==> config.mk <==
export PLATFORM = sky130hd
export DESIGN_NAME = ifmap_skew_buffer_flat
export DESIGN_NICKNAME = d
export VERILOG_FILES = /design/src/rtl/ifmap_skew_buffer_pkg.sv /design/src/rtl/ifmap_skew_buffer_if.sv /design/src/rtl/ifmap_skew_buffer_skew_lane_delay.sv /design/src/rtl/ifmap_skew_buffer.sv /design/src/flat_wrapper.sv
export SDC_FILE = /design/constraint.sdc
export NUM_CORES = 1
export LEC_CHECK = 0
export CORE_MARGIN = 5
export CORE_UTILIZATION = 40
export DETAILED_ROUTE_END_ITERATION = 16
export DONT_BUFFER_PORTS = 1
export SETUP_SLACK_MARGIN = 0.4
export SYNTH_ARGS = -nofsm -noshare
export SYNTH_HDL_FRONTEND = slang
export SYNTH_SLANG_ARGS = --single-unit
==> constraint.sdc <==
create_clock -name clk -period 1.35 [get_ports clk]
set_clock_uncertainty 0.1 [all_clocks]
set_input_delay 0.135 -clock clk [delete_from_list [all_inputs] [get_ports clk]]
set_output_delay 0.135 -clock clk [all_outputs]
set_load 0.01 [all_outputs]
==> src/rtl/ifmap_skew_buffer_pkg.sv <==
// Shared types and defaults for the ifmap skew buffer: lane width,
// FSM state encoding and the default SRAM read latency.
package ifmap_skew_buffer_pkg;

  localparam int MAC_ROW_DEF           = 16;
  localparam int IFMAP_BITWIDTH_DEF    = 16;
  localparam int IFMAP_LANE_W          = IFMAP_BITWIDTH_DEF;
  localparam int SRAM_READ_LATENCY_DEF = 1;

  typedef enum logic [1:0] {
    IDLE   = 2'd0,
    STREAM = 2'd1,
    DRAIN  = 2'd2
  } skewState_e;

endpackage

==> src/rtl/ifmap_skew_buffer_if.sv <==
// Bus between the ifmap controller / SRAM side and the skew buffer, plus
// the skewed array-facing outputs. The master side drives the controller
// signals and observes the array-facing ones; the skew buffer is the slave.
interface ifmap_skew_buffer_if
  import ifmap_skew_buffer_pkg::*;
#(
  parameter int MAC_ROW        = MAC_ROW_DEF,
  parameter int IFMAP_BITWIDTH = IFMAP_LANE_W
);

  logic                              ifmap_start_in;
  logic                              ifmap_read_en_in;
  logic [MAC_ROW*IFMAP_BITWIDTH-1:0] ifmap_rdata_in;
  logic [MAC_ROW*IFMAP_BITWIDTH-1:0] mac_ifmap_data_out;
  logic [MAC_ROW-1:0]                mac_ifmap_valid_out;
  logic                              mac_start_out;
  logic                              skew_busy;
  logic                              skew_done;
  logic                              proto_err;

  modport master (
    output ifmap_start_in, ifmap_read_en_in, ifmap_rdata_in,
    input  mac_ifmap_data_out, mac_ifmap_valid_out, mac_start_out,
           skew_busy, skew_done, proto_err
  );

  modport slave (
    input  ifmap_start_in, ifmap_read_en_in, ifmap_rdata_in,
    output mac_ifmap_data_out, mac_ifmap_valid_out, mac_start_out,
           skew_busy, skew_done, proto_err
  );

endinterface

==> src/rtl/ifmap_skew_buffer_skew_lane_delay.sv <==
// One ifmap lane: a free-running shift chain of DEPTH registers carrying
// data plus valid. The first stage captures data only on valid beats.
// With IFMAP_SKEW_ZERO_GATE_EN defined the data output reads 0 whenever
// the output valid is low; otherwise it shows whatever the last stage holds.
module skew_lane_delay #(
  parameter int DEPTH = 1,
  parameter int WIDTH = 16
) (
  input  logic             clk,
  input  logic             rstn,
  input  logic [WIDTH-1:0] data_i,
  input  logic             valid_i,
  output logic [WIDTH-1:0] data_o,
  output logic             valid_o,
  output logic             occupied_o
);

  logic [WIDTH-1:0] data_q [DEPTH];
  logic [DEPTH-1:0] valid_q;

  // Shift data and valid one stage per cycle; reset empties the whole chain
  always_ff @(posedge clk or negedge rstn) begin
    if (!rstn) begin
      valid_q <= '0;
      for (int i = 0; i < DEPTH; i++) begin
        data_q[i] <= '0;
      end
    end else begin
      valid_q[0] <= valid_i;
      if (valid_i) begin
        data_q[0] <= data_i;
      end
      for (int i = 1; i < DEPTH; i++) begin
        valid_q[i] <= valid_q[i-1];
        data_q[i]  <= data_q[i-1];
      end
    end
  end

  assign valid_o    = valid_q[DEPTH-1];
  assign occupied_o = |valid_q;

`ifdef IFMAP_SKEW_ZERO_GATE_EN
  assign data_o = valid_q[DEPTH-1] ? data_q[DEPTH-1] : '0;
`else
  assign data_o = data_q[DEPTH-1];
`endif

endmodule

==> src/rtl/ifmap_skew_buffer.sv <==
// Ifmap skew buffer: realigns SRAM read data to the read-enable timing,
// then delays lane r by r extra cycles to form the diagonal wavefront the
// systolic array consumes. Tracks burst state, pulses done after the last
// lane drains, and flags data that arrives without a start.
// Optional macro: IFMAP_SKEW_ZERO_GATE_EN (zero data on invalid lanes).
module ifmap_skew_buffer
  import ifmap_skew_buffer_pkg::*;
#(
  parameter int MAC_ROW           = MAC_ROW_DEF,
  parameter int IFMAP_BITWIDTH    = IFMAP_LANE_W,
  parameter int SRAM_READ_LATENCY = SRAM_READ_LATENCY_DEF
) (
  input logic             clk,
  input logic             rstn,
  ifmap_skew_buffer_if.slave bus
);

  logic [SRAM_READ_LATENCY-1:0] readEnPipe_q;
  logic [SRAM_READ_LATENCY-1:0] startPipe_q;
  logic                         inValid;
  logic                         startD;

  logic [IFMAP_BITWIDTH-1:0]    laneData [MAC_ROW];
  logic [MAC_ROW-1:0]           laneValid;
  logic [MAC_ROW-1:0]           laneOccupied;
  logic                         chainsBusy;

  skewState_e                   state_q, state_d;
  logic                         sawValid_q, sawValid_d;
  logic                         err_q;
  logic                         errNow;
  logic                         macStart_q;
  logic                         done;

  // Delay read enable and start by the SRAM read latency so they line up
  // with the data the SRAM returns
  always_ff @(posedge clk or negedge rstn) begin
    if (!rstn) begin
      readEnPipe_q <= '0;
      startPipe_q  <= '0;
    end else begin
      readEnPipe_q[0] <= bus.ifmap_read_en_in;
      startPipe_q[0]  <= bus.ifmap_start_in;
      for (int i = 1; i < SRAM_READ_LATENCY; i++) begin
        readEnPipe_q[i] <= readEnPipe_q[i-1];
        startPipe_q[i]  <= startPipe_q[i-1];
      end
    end
  end

  assign inValid = readEnPipe_q[SRAM_READ_LATENCY-1];
  assign startD  = startPipe_q[SRAM_READ_LATENCY-1];

  // Lane r gets r+1 register stages, producing the diagonal skew
  for (genvar r = 0; r < MAC_ROW; r++) begin : gLane
    skew_lane_delay #(
      .DEPTH(r + 1),
      .WIDTH(IFMAP_BITWIDTH)
    ) uLane (
      .clk       (clk),
      .rstn      (rstn),
      .data_i    (bus.ifmap_rdata_in[r*IFMAP_BITWIDTH +: IFMAP_BITWIDTH]),
      .valid_i   (inValid),
      .data_o    (laneData[r]),
      .valid_o   (laneValid[r]),
      .occupied_o(laneOccupied[r])
    );
  end

  assign chainsBusy = |laneOccupied;

  // Repack the per-lane outputs onto the array-facing bus
  always_comb begin
    bus.mac_ifmap_data_out = '0;
    for (int r = 0; r < MAC_ROW; r++) begin
      bus.mac_ifmap_data_out[r*IFMAP_BITWIDTH +: IFMAP_BITWIDTH] = laneData[r];
    end
  end

  assign bus.mac_ifmap_valid_out = laneValid;

  // Burst tracking: a start in DRAIN folds the new burst into the old one,
  // so done only fires once the merged burst has fully left the chains
  always_comb begin
    state_d    = state_q;
    sawValid_d = sawValid_q;
    done       = 1'b0;
    case (state_q)
      IDLE: begin
        if (bus.ifmap_start_in) begin
          state_d    = STREAM;
          sawValid_d = 1'b0;
        end
      end
      STREAM: begin
        if (inValid) begin
          sawValid_d = 1'b1;
        end else if (sawValid_q) begin
          state_d = DRAIN;
        end
      end
      DRAIN: begin
        if (bus.ifmap_start_in) begin
          state_d    = STREAM;
          sawValid_d = 1'b0;
        end else if (!inValid && !chainsBusy) begin
          state_d = IDLE;
          done    = 1'b1;
        end
      end
      default: begin
        state_d = IDLE;
      end
    endcase
  end

  // State, start alignment and sticky error registers
  always_ff @(posedge clk or negedge rstn) begin
    if (!rstn) begin
      state_q    <= IDLE;
      sawValid_q <= 1'b0;
      err_q      <= 1'b0;
      macStart_q <= 1'b0;
    end else begin
      state_q    <= state_d;
      sawValid_q <= sawValid_d;
      err_q      <= err_q | errNow;
      macStart_q <= startD;
    end
  end

  // Data showing up in IDLE without its start is a controller protocol
  // error; flag it in the same cycle and hold it until reset
  assign errNow        = inValid && (state_q == IDLE) && !startD;
  assign bus.proto_err = err_q | errNow;

  assign bus.mac_start_out = macStart_q;
  assign bus.skew_busy     = (state_q != IDLE);
  assign bus.skew_done     = done;

endmodule

==> src/flat_wrapper.sv <==
// flat-port wrapper written by rule: the top's interface ports become plain ports
module ifmap_skew_buffer_flat import ifmap_skew_buffer_pkg::*;
#(
  parameter int MAC_ROW           = MAC_ROW_DEF,
  parameter int IFMAP_BITWIDTH    = IFMAP_LANE_W,
  parameter int SRAM_READ_LATENCY = SRAM_READ_LATENCY_DEF
)
  (clk, rstn, bus_ifmap_start_in, bus_ifmap_read_en_in, bus_ifmap_rdata_in, bus_mac_ifmap_data_out, bus_mac_ifmap_valid_out, bus_mac_start_out, bus_skew_busy, bus_skew_done, bus_proto_err);
  ifmap_skew_buffer_if #(.MAC_ROW(MAC_ROW), .IFMAP_BITWIDTH(IFMAP_BITWIDTH)) bus_i ();
  input logic clk;
  input logic rstn;
  input wire logic [$bits(bus_i.ifmap_start_in)-1:0] bus_ifmap_start_in;
  input wire logic [$bits(bus_i.ifmap_read_en_in)-1:0] bus_ifmap_read_en_in;
  input wire logic [$bits(bus_i.ifmap_rdata_in)-1:0] bus_ifmap_rdata_in;
  output wire logic [$bits(bus_i.mac_ifmap_data_out)-1:0] bus_mac_ifmap_data_out;
  output wire logic [$bits(bus_i.mac_ifmap_valid_out)-1:0] bus_mac_ifmap_valid_out;
  output wire logic [$bits(bus_i.mac_start_out)-1:0] bus_mac_start_out;
  output wire logic [$bits(bus_i.skew_busy)-1:0] bus_skew_busy;
  output wire logic [$bits(bus_i.skew_done)-1:0] bus_skew_done;
  output wire logic [$bits(bus_i.proto_err)-1:0] bus_proto_err;
  assign bus_i.ifmap_start_in = bus_ifmap_start_in;
  assign bus_i.ifmap_read_en_in = bus_ifmap_read_en_in;
  assign bus_i.ifmap_rdata_in = bus_ifmap_rdata_in;
  assign bus_mac_ifmap_data_out = bus_i.mac_ifmap_data_out;
  assign bus_mac_ifmap_valid_out = bus_i.mac_ifmap_valid_out;
  assign bus_mac_start_out = bus_i.mac_start_out;
  assign bus_skew_busy = bus_i.skew_busy;
  assign bus_skew_done = bus_i.skew_done;
  assign bus_proto_err = bus_i.proto_err;
  ifmap_skew_buffer #(.MAC_ROW(MAC_ROW), .IFMAP_BITWIDTH(IFMAP_BITWIDTH), .SRAM_READ_LATENCY(SRAM_READ_LATENCY)) u_core (.clk(clk), .rstn(rstn), .bus(bus_i));
endmodule
==> results.py, run 1 <==
metrics = {
    "timing": {
        "max_slew_margin": 0.5479,
        "worst_pin_slew_ps": 678.1,
        "setup_ws_ps": -1068,
        "setup_viol": 535,
        "layout_min_cycle_time_ps": 2418,
        "hold_ws_ps": -1049,
        "maxSlewViolCount": 0,
        "rsz0062_at_grt": "yes",
        "fmaxAchievable_mhz": 413.5,
        "min_period_over_period": 1.791,
        "finalHoldViolations": 1172,
    },
    "global_routing": {
        "antenna_found_initial": 8,
        "grt_use_total": 0.1282,
        "grt_overflow": 0,
        "first_global_vias": 26067,
        "grt_start_max_net_pins": 124,
        "grt_pass1_wl_um": 155600,
    },
    "clock_tree": {
        "holdBufCountCts": 515,
        "cts_root_buf": "clkbuf_16",
        "cts_num_sinks": 2199,
        "clock_latency_ps": 780,
        "cts.path.max_buffers": 3,
        "h-tree-depth": 4,
        "cts_buffers": 207,
        "clk_pin_slew_worst_paths_ps": 60,
        "cts_tree": "built",
    },
    "floorplanning": {
        "row_count": 142,
        "die_w_um": 397.8,
        "coreArea_sq_um": 149600,
        "start_util": 0.4020,
        "die_height_um": 397.8,
        "die-area_sq_um": 158200,
        "ios": 536,
    },
    "power_and_ir_drop": {
        "leakage_nw": 34.53,
        "peakVddDrop_uv": 1285,
        "powerDensity_nw_per_um2": 1838,
    },
    "setup_path": {
        "cp.arrival_ps": 2180,
        "max_stage_delay_ps": 580,
        "criticalPathCategory": "reg -> out",
        "reg2regPathDepth": 7,
        "crit_path_cell_trace": "or4_4 > nor4_4 > and4_4",
        "cp_max_fo": 2,
        "critPathLaunchType": "flip-flop",
        "cpMaxStageDelayCell": "or4_4",
        "critPathCaptureType": "output pin",
        "crit_required_ps": 1120,
    },
    "run_status": {
        "failed_checks": "hold timing, setup timing",
        "outcome": "finished, violations left",
    },
    "place": {
        "hpwl_um": 51230,
        "globalplace.congestion": 0.7885,
        "pre_cts_ws_ps": -3507,
        "dp.cells": 4537,
        "port-buffer-count": 0,
    },
    "yosys": {
        "syn_inst": 2762,
        "seq_area_frac_synth": 0.9150,
        "synth_cell_types": 22,
        "synth_top_area_frac": 0.9150,
        "syn_nets": 3022,
        "synth_area_sq_um": 60140,
        "yosys_warnings": 0,
        "synthTopCellsByArea": "dfrtp_1, mux2_1, buf_4, mux2_2, buf_2",
        "synth_top_area_cell": "dfrtp_1",
        "syn_area_per_cell_sq_um": 21.77,
        "ys_ff_latch": 2199,
    },
    "detailed_routing": {
        "routed_wirelength_um": 101700,
        "vias": 22538,
        "ant_nets": 0,
        "detail_route.first_pass.iterations": 4,
        "drc": 0,
        "drt-wirelength-per-cell_um": 18.51,
        "vias_per_cell": 4.102,
        "drtIter0Drc": 1035,
    },
    "finish": {
        "nets": 3558,
        "n_fill_cell": 11561,
        "layout-area-overhead-vs-synth_pct": 26.37,
        "drive_gt1_frac": 0.2171,
        "final_cells": 5495,
    },
    "job": {
        "cap_violations": 0,
    },
    "min_path": {
        "hold_class": "in -> async",
    },
}
power by group:
group / leakage [nW] / internal (W) / total [W] / switching (W)
Sequential: 25.7 / 0.0725 / 0.0754 / 0.00290
Clock: 3.51 / 0.0349 / 0.0592 / 0.0243
Combinational: 5.35 / 0.00284 / 0.00513 / 0.00230
logic make-up (layout without fill, tap and decap cells):
kind of cell | after synthesis | count (layout) | share of synthesized area
multiplexers | 257 | 257 | 0.04812
AO/OA/AOI/OAI | 5 | 5 | 0.0007075
flip-flops | 2199 | 2199 | 0.9150
buffers and inverters | 286 | 997 | 0.03443
AND/OR/NAND/NOR | 15 | 15 | 0.001748
other | 0 | 6 | 0
layer usage:
layer	up-vias	part of all wire	GRT usage
met2	594	0.49	0.2017
met5	-	0.00021	0
met4	4	0.040	0.05667
met1	12036	0.41	0.1632
met3	242	0.064	0.04309
li1	9662	-	-
path summary, 6_finish.rpt:
check | from | end | slack, ps
min in group clk | bus_ifmap_rdata_in[165] | u_core.gLane[10].uLane.data_q[165]$_DFFE_PN0P_ | 60
worst min-delay path | rstn | u_core.gLane[13].uLane.data_q[24]$_DFF_PN0_ | -1050
worst max-delay path | u_core.gLane[4].uLane.valid_q[3]$_DFF_PN0_ | bus_skew_done | -1070
worst max register to register | u_core.inValid$_DFF_PN0_ | u_core.gLane[12].uLane.data_q[194]$_DFFE_PN0P_ | -580
worst min register to register | u_core.gLane[15].uLane.data_q[55]$_DFF_PN0_ | u_core.gLane[15].uLane.data_q[39]$_DFF_PN0_ | 230
max in group asynchronous | rstn | u_core.bus.mac_start_out$_DFF_PN0_ | 260
cell usage after synthesis, drive strengths merged:
library cell and instances:
inv 1, o21ai 2, nor4 2, buf 285, or4 3, nand3b 1
nor2b 2, or2 1, nor3 1, o41ai 2, nand2b 1, nand3 1
nor3b 1, nor2 1, mux2 257, o21bai 1, and4 1, dfrtp 2199
what timing repair did:
action / 4_1_cts / 5_1_grt
cloned: 18 / 15
setup endpoints to repair: 2261 / 1338
endpoints found under the hold margin: 1536 / 1076
setup buffers: 7 / 13
gates resized for setup: 42 / 64
pin swaps: 2 / 5
placed cells by master (no fill, tap or decap), types with 2 or more instances in the layout:
cell           instances
mux2_4               256
clkbuf_1              38
diode_2                6
o21ai_1                2
clkbuf_16            224
buf_6                 23
dfrtp_2               42
clkinvlp_4            11
buf_8                  3
bufbuf_16             13
or4_4                  2
buf_4                 13
buf_12                 6
clkinv_2              41
buf_16                26
inv_16                 2
clkinv_4               8
bufinv_16             19
clkbuf_8              43
clkinv_16              3
dlygate4sd3_1        515
inv_6                  6
dfrtp_1             2156
layout make-up:
cell class              count  area [sq um]  area share
multi-input cells         277          4079     0.05367
diodes                      6         15.01   0.0001976
clock inverters            92          1139     0.01498
flip-flops and latches   2199         55080      0.7248
clock buffers             292          6015     0.07914
inverters                   1         3.754  0.00004939
well taps                2016          2522     0.03319
repair buffers            612          7141     0.09396
sequential cells by signal (all words and copies together) (netlist names):
register	count
u_core.gLane.uLane.data_q	1920
u_core.gLane.uLane.data_o	256
u_core.gLane.uLane.valid_q	16
u_core.state_q	2
u_core.bus.mac_start_out	1
u_core.err_q	1
u_core.inValid	1
u_core.sawValid_q	1
u_core.startD	1
critical path: cells and delay by family, from the launching register on:
kind             cells  cell delay [ps]
AND/OR/NAND/NOR      3             1040
flip-flops           1              380
metrics by stage:
| step | TNS [ps] | cell area [sq um] | util | total power [W] | hold slack [ps] |
|---|---|---|---|---|---|
| final | -98740 | 76000 | 0.5080 | 0.1397 | -1049 |
| after CTS | -112950 | 75310 | 0.5034 | 0.1414 | -1163 |
| after global routing | -133530 | 75990 | 0.5080 | 0.1457 | -1140 |
| after detailed placement | -3120540 | 62280 | 0.4163 | 0.07986 | -258.7 |
| after global placement | -2906460 | 62280 | 0.4163 | 0.07940 | -257.4 |
| after floorplan | -1658 | 61460 | - | 0.07809 | -260.6 |
No activity file was read; power rests on OpenSTA's default activity.
==> inputs of run 2 (changes only) <==
--- a/config.mk
+++ b/config.mk
@@ -9,6 +9,7 @@
 export CORE_UTILIZATION = 40
 export DETAILED_ROUTE_END_ITERATION = 16
 export DONT_BUFFER_PORTS = 1
+export REMOVE_ABC_BUFFERS = 1
 export SETUP_SLACK_MARGIN = 0.4
 export SYNTH_ARGS = -nofsm -noshare
 export SYNTH_HDL_FRONTEND = slang
==> run 2 against run 1 <==
  * The flow still finishes with violations (hold timing, setup timing)
  * Wire length grew 11%
  * Global-route usage rose by 0.91 points
  * Register-to-register slack worse by 170 ps
  * Worst hold slack got worse by 31 ps
  * Sequential power about the same
  * Cell area rose by 0.31%
  * Via count up 2.7%
  * Power down 0.60%
  * Combinational power increased by 4.7%
  * Fmax down 4.2%
  * Largest cell class unchanged
==> results.py, run 2 (synthesis gave the netlist of run 1 again) <==
metrics = {
    "timing": {
        "min_period_over_period": 1.870,
        "worst_pin_slew_ps": 815.0,
        "hold_ws_ps": -1079,
        "setup_viol": 537,
        "finalHoldViolations": 1141,
        "setup_ws_ps": -1174,
        "setup_tns_ps": -172960,
        "max_slew_margin": 0.4567,
        "maxSlewViolCount": 0,
        "rsz0062_at_grt": "yes",
        "layout_min_cycle_time_ps": 2524,
        "fmaxAchievable_mhz": 396.1,
    },
    "clock_tree": {
        "cts_num_sinks": 2199,
        "h-tree-depth": 4,
        "cts_root_buf": "clkbuf_16",
        "cts_buffers": 204,
        "cts.path.max_buffers": 3,
        "clock_latency_ps": 810,
        "cts_tree": "built",
        "clk_pin_slew_worst_paths_ps": 70,
    },
    "setup_path": {
        "critPathCaptureType": "output pin",
        "r2r_start": "u_core.inValid$_DFF_PN0_",
        "cp_max_fo": 2,
        "criticalPathCategory": "reg -> out",
        "reg2regPathDepth": 9,
        "cp.arrival_ps": 2290,
        "rr_endpoint": "u_core.gLane[12].uLane.data_q[198]$_DFFE_PN0P_",
        "crit_required_ps": 1120,
        "critPathLaunchType": "flip-flop",
        "rrSetupSlack_ps": -750,
    },
    "floorplanning": {
        "ios": 536,
        "die_height_um": 397.8,
        "row_count": 142,
        "die_w_um": 397.8,
        "die-area_sq_um": 158200,
        "start_util": 0.4020,
        "coreArea_sq_um": 149600,
    },
    "power_and_ir_drop": {
        "total_power_w": 0.1389,
        "leakage_nw": 34.50,
        "p_int_w": 0.1087,
        "p_comb_frac": 0.039,
        "p_sw_w": 0.03019,
        "powerDensity_nw_per_um2": 1821,
        "seqPwrFrac": 0.544,
        "p_clk_frac": 0.417,
        "peakVddDrop_uv": 1170,
        "switching_share": 0.2174,
    },
    "place": {
        "pre_cts_ws_ps": -3015,
        "port-buffer-count": 0,
        "globalplace.congestion": 0.8115,
        "postPlaceCellArea_sq_um": 61140,
        "hpwl_um": 49160,
    },
    "run_status": {
        "outcome": "finished, violations left",
        "failed_checks": "hold timing, setup timing",
    },
    "detailed_routing": {
        "vias": 23149,
        "drc": 0,
        "drt-wirelength-per-cell_um": 20.50,
        "ant_nets": 0,
        "detail_route.first_pass.iterations": 4,
        "routed_wirelength_um": 113300,
        "vias_per_cell": 4.191,
        "drtIter0Drc": 1236,
    },
    "finish": {
        "stdcell_area_sq_um": 76240,
        "nets": 3585,
        "mostFrequentLayoutCell": "dfrtp_1",
        "regMostFlops": "u_core.gLane.uLane.data_q",
        "largest_register_ffs": 1920,
        "final_cell_mix": "dfrtp_1, dlygate4sd3_1, clkbuf_16",
        "drive_gt1_frac": 0.2240,
        "layout-area-overhead-vs-synth_pct": 26.76,
    },
    "global_routing": {
        "grt_use_total": 0.1373,
        "grt_overflow": 0,
        "antenna_found_initial": 9,
        "grt_pass1_wl_um": 165100,
        "first_global_vias": 26836,
        "grt_start_max_net_pins": 169,
    },
    "job": {
        "cap_violations": 0,
    },
    "min_path": {
        "hold_class": "in -> async",
    },
}
## run 2: cell count changes in the layout (fill, tap and decap cells not counted), sizes merged
cell	delta
dlygate4sd3	-5
bufinv	-7
clkinvlp	-1
clkinv	+5
clkbuf	+8
buf	+31
diode	-2
## run 2: layout make-up
cell class	count	area, sq um
multi-input combinational	277	3837
clock inverter	89	1002
fill	11430	73360
sequential	2199	55100
timing repair buffer	642	7801
antenna	4	10.01
tap	2016	2522
clock buffer	296	5962
inverter	1	3.754
## run 2: critical path: stages (launching register included)
cell	delay (ps)
dfrtp_1	390
or4_4	580
nor4_4	210
and4_4	300
## run 2: metal layers
metal,track usage,vias to the layer above,wire (um)
met5,0,-,41
met4,0.05912,6,4251
met3,0.04510,257,6942
met2,0.2327,618,59100
met1,0.1609,12537,42940
li1,-,9731,-
## run 2: power groups by stage
stage | Sequential, W | Clock [W] | Combinational (W)
2_1_floorplan | 0.0754 | 0 | 0.000848
5_1_grt | 0.0762 | 0.0626 | 0.00585
3_3_place_gp | 0.0761 | 0 | 0.00239
3_5_place_dp | 0.0765 | 0 | 0.00251
4_1_cts | 0.0754 | 0.0589 | 0.00460
6_report | 0.0756 | 0.0579 | 0.00537
## run 2: stage by stage
step	instances	util
2_1_floorplan	2477	-
3_3_place_gp	4534	0.4087
3_5_place_dp	4534	0.4087
4_1_cts	5478	0.5000
5_1_grt	5521	0.5096
6_report	5524	0.5096
## run 2: worst max-delay path by stage
stage,endpoint,depth (start not counted),slack (ps),from
2_1_floorplan,u_core.gLane[0].uLane.data_o[0]$_DFFE_PN0P_,1,-5390,u_core.inValid$_DFF_PN0_
3_3_place_gp,u_core.inValid$_DFF_PN0_,4,-2830,rstn
3_5_place_dp,u_core.inValid$_DFF_PN0_,4,-3010,rstn
4_1_cts,bus_skew_done,3,-1150,u_core.gLane[4].uLane.valid_q[3]$_DFF_PN0_
5_1_grt,bus_skew_done,3,-1260,u_core.gLane[3].uLane.valid_q[2]$_DFF_PN0_
6_report,bus_skew_done,3,-1170,u_core.gLane[3].uLane.valid_q[2]$_DFF_PN0_
## run 2: what timing repair did
item,4_1_cts,5_1_grt
hold endpoints to repair,1523,1142
resized for setup,138,240
hold buffers,509,1
cloned,33,22
pin swaps,0,3
buffers inserted,17,19
endpoints found under the setup margin,2166,1190
==> RTL edit (settings of run 1) <==
Add a define of `IFMAP_SKEW_ZERO_GATE_EN`.
--- a/src/rtl/ifmap_skew_buffer_skew_lane_delay.sv
+++ b/src/rtl/ifmap_skew_buffer_skew_lane_delay.sv
@@ -4,2 +4,4 @@
 // the output valid is low; otherwise it shows whatever the last stage holds.
+`define IFMAP_SKEW_ZERO_GATE_EN
+
 module skew_lane_delay #(
Behaviour: not the same (Yosys sat finds a counterexample within 4 cycles, from zero or initial values and one cycle with rstn low).
==> RTL edit against run 1 <==
- the flow still finishes with violations (hold timing, setup timing)
- area after synthesis about the same
- cell area up 2.2%
- wire length up 17%
- first-iteration DRC count up 5.4%
- setup slack worse by 0.0072 ns
- worst hold slack better by 0.053 ns
- sequential cell count unchanged
- maximum frequency down 0.30%
- total power down 0.62%
- largest cell class unchanged
==> RTL edit: results (changes against run 1) <==
Logic synthesis:
- The share of the yosys chip area belonging to registers is 91.5% (about the same).
- In the synthesized netlist, the cells that appear most often are dfrtp_1, mux2_2, and2_1.

Outcome:
- The checks that failed: hold timing, setup timing.
- The run finished, with violations left.

Clock tree:
- The number of buffers created by CTS came to 202 (-2.4%).
- The quantity of hold-fixing buffers added after cts is 513 (-0.39%).
- The insertion delay of the later-clocked pin in the worst-skew pair is 0.80 ns (+0.02 ns).

Route:
- The iteration-0 DRC count of the detailed router was 1091 (+5.4%).

Worst setup path:
- The maximum fanout encountered on the critical timing path is 3 (+1).
- The endpoint of the lowest-slack register-to-register path is u_core.gLane[15].uLane.data_q[240]$_DFFE_PN0P_.
- The cell with the largest stage delay on the worst path is dfrtp_2.
- The minimum setup slack among reg-to-reg paths is -0.64 ns (-0.06 ns).

Cells and area:
- The number of filler cells placed in the layout is 11200 (-3.1%).
- The fraction of final layout cells with drive strength greater than 1 is 26.1% (+4.3 points).

Timing:
- The setup TNS is -277.48 ns (-178.74 ns).
- The total count of hold-check failures in the final report is 899 (-23%).
- The final critical-path setup slack is -1.08 ns (-0.00718 ns).
- The final hold slack is -0.995 ns (+0.0531 ns).
- The count of final setup violators is 537 (+0.37%).

Power and ir drop:
- The maximum VDD drop is 0.00165 V (+29%).

Global routing:
- The global router's overall resource usage came to 14.9% (+2.0 points).
- The largest net degree at the start of global routing was 162 (+31%).
- The initial antenna violation count came to 6 (-2).
- The wire length of the first global-routing pass is 178000 um (+14%).

Placement:
- The total placed instance area is 63400 um2 (+1.8%).
- The post-DP HPWL is 57600 um (+12%).
RTL edit: cell count changes in the layout (fill, tap and decap cells not counted), sizes merged, moves of 3 or more:
| cell | change |
|---|---|
| and2 | +256 |
| buf | +36 |
| clkbuf | +23 |
| clkinv | -21 |
| clkinvlp | -9 |
| bufinv | -7 |
| bufbuf | +6 |
| diode | -3 |
| or4 | -3 |
RTL edit: logic make-up after synthesis:
family	after synthesis	synth area share, %
compound gates	5	0.0582
buf+inv	64	0.813
flops	2199	91.5
mux	257	4.81
simple gates	267	2.83
RTL edit: layer usage:
| metal | share of wire, % | global-route usage [%] | wire length (um) | vias to the layer above |
|---|---|---|---|---|
| li1 | - | - | - | 10500 |
| met1 | 39 | 18.5 | 46100 | 13200 |
| met2 | 51 | 24.6 | 60100 | 601 |
| met3 | 6.9 | 4.90 | 8230 | 243 |
| met4 | 3.5 | 5.20 | 4140 | 4 |
| met5 | 0.023 | 0 | 27 | - |
RTL edit: through the flow:
| stage | power (mW) | hold WS [ns] |
|---|---|---|
| final | 139 | -0.995 |
| after global routing | 145 | -1.09 |
| after CTS | 139 | -1.15 |
| after detailed placement | 80.0 | -0.235 |
| after global placement | 79.5 | -0.235 |
| after floorplan | 77.1 | -0.261 |
RTL edit: how the worst max path moves through the flow:
stage / startpoint / end / cells after the start
after CTS: u_core.inValid$_DFF_PN0_ / bus_skew_done / 4
final: u_core.gLane[2].uLane.valid_q[1]$_DFF_PN0_ / bus_skew_done / 4
after detailed placement: rstn / u_core.gLane[12].uLane.data_q[0]$_DFF_PN0_ / 6
after global placement: rstn / u_core.gLane[12].uLane.data_q[37]$_DFF_PN0_ / 6
after floorplan: u_core.inValid$_DFF_PN0_ / bus_skew_done / 5
after global routing: u_core.inValid$_DFF_PN0_ / bus_skew_done / 4
RTL edit: what timing repair did:
item / CTS / global route
endpoints found under the setup margin: 2154 / 1394
setup buffers: 12 / 18
pin swaps: 16 / 16
hold endpoints to repair: 1391 / 899
gates cloned: 26 / 19
resized for setup: 147 / 119
RTL edit: power breakdown:
part	switching [mW]	total (mW)	internal (mW)
Combinational	3.24	6.68	3.43
Sequential	2.31	74.8	72.5
Clock	24.3	57.4	33.0
Total	29.9	139	109
RTL edit: layout make-up:
class                   count  area (um2)  area share, %
diodes                      3        7.51        0.00967
inverters                   3        13.8         0.0177
repair buffers            656        7920           10.2
multi-input cells         529        5320           6.85
clock inverters            52         840           1.08
flip-flops and latches   2199       55000           70.9
clock buffers             311        6000           7.72
well taps                2016        2520           3.25
RTL edit: worst register-to-register path: stages, from the launching register on:
cell and delay, ns:
dfrtp_4 0.55, buf_4 0.18, buf_12 0.14, buf_12 0.13, buf_4 0.13, buf_8 0.15
buf_12 0.16, mux2_2 0.27
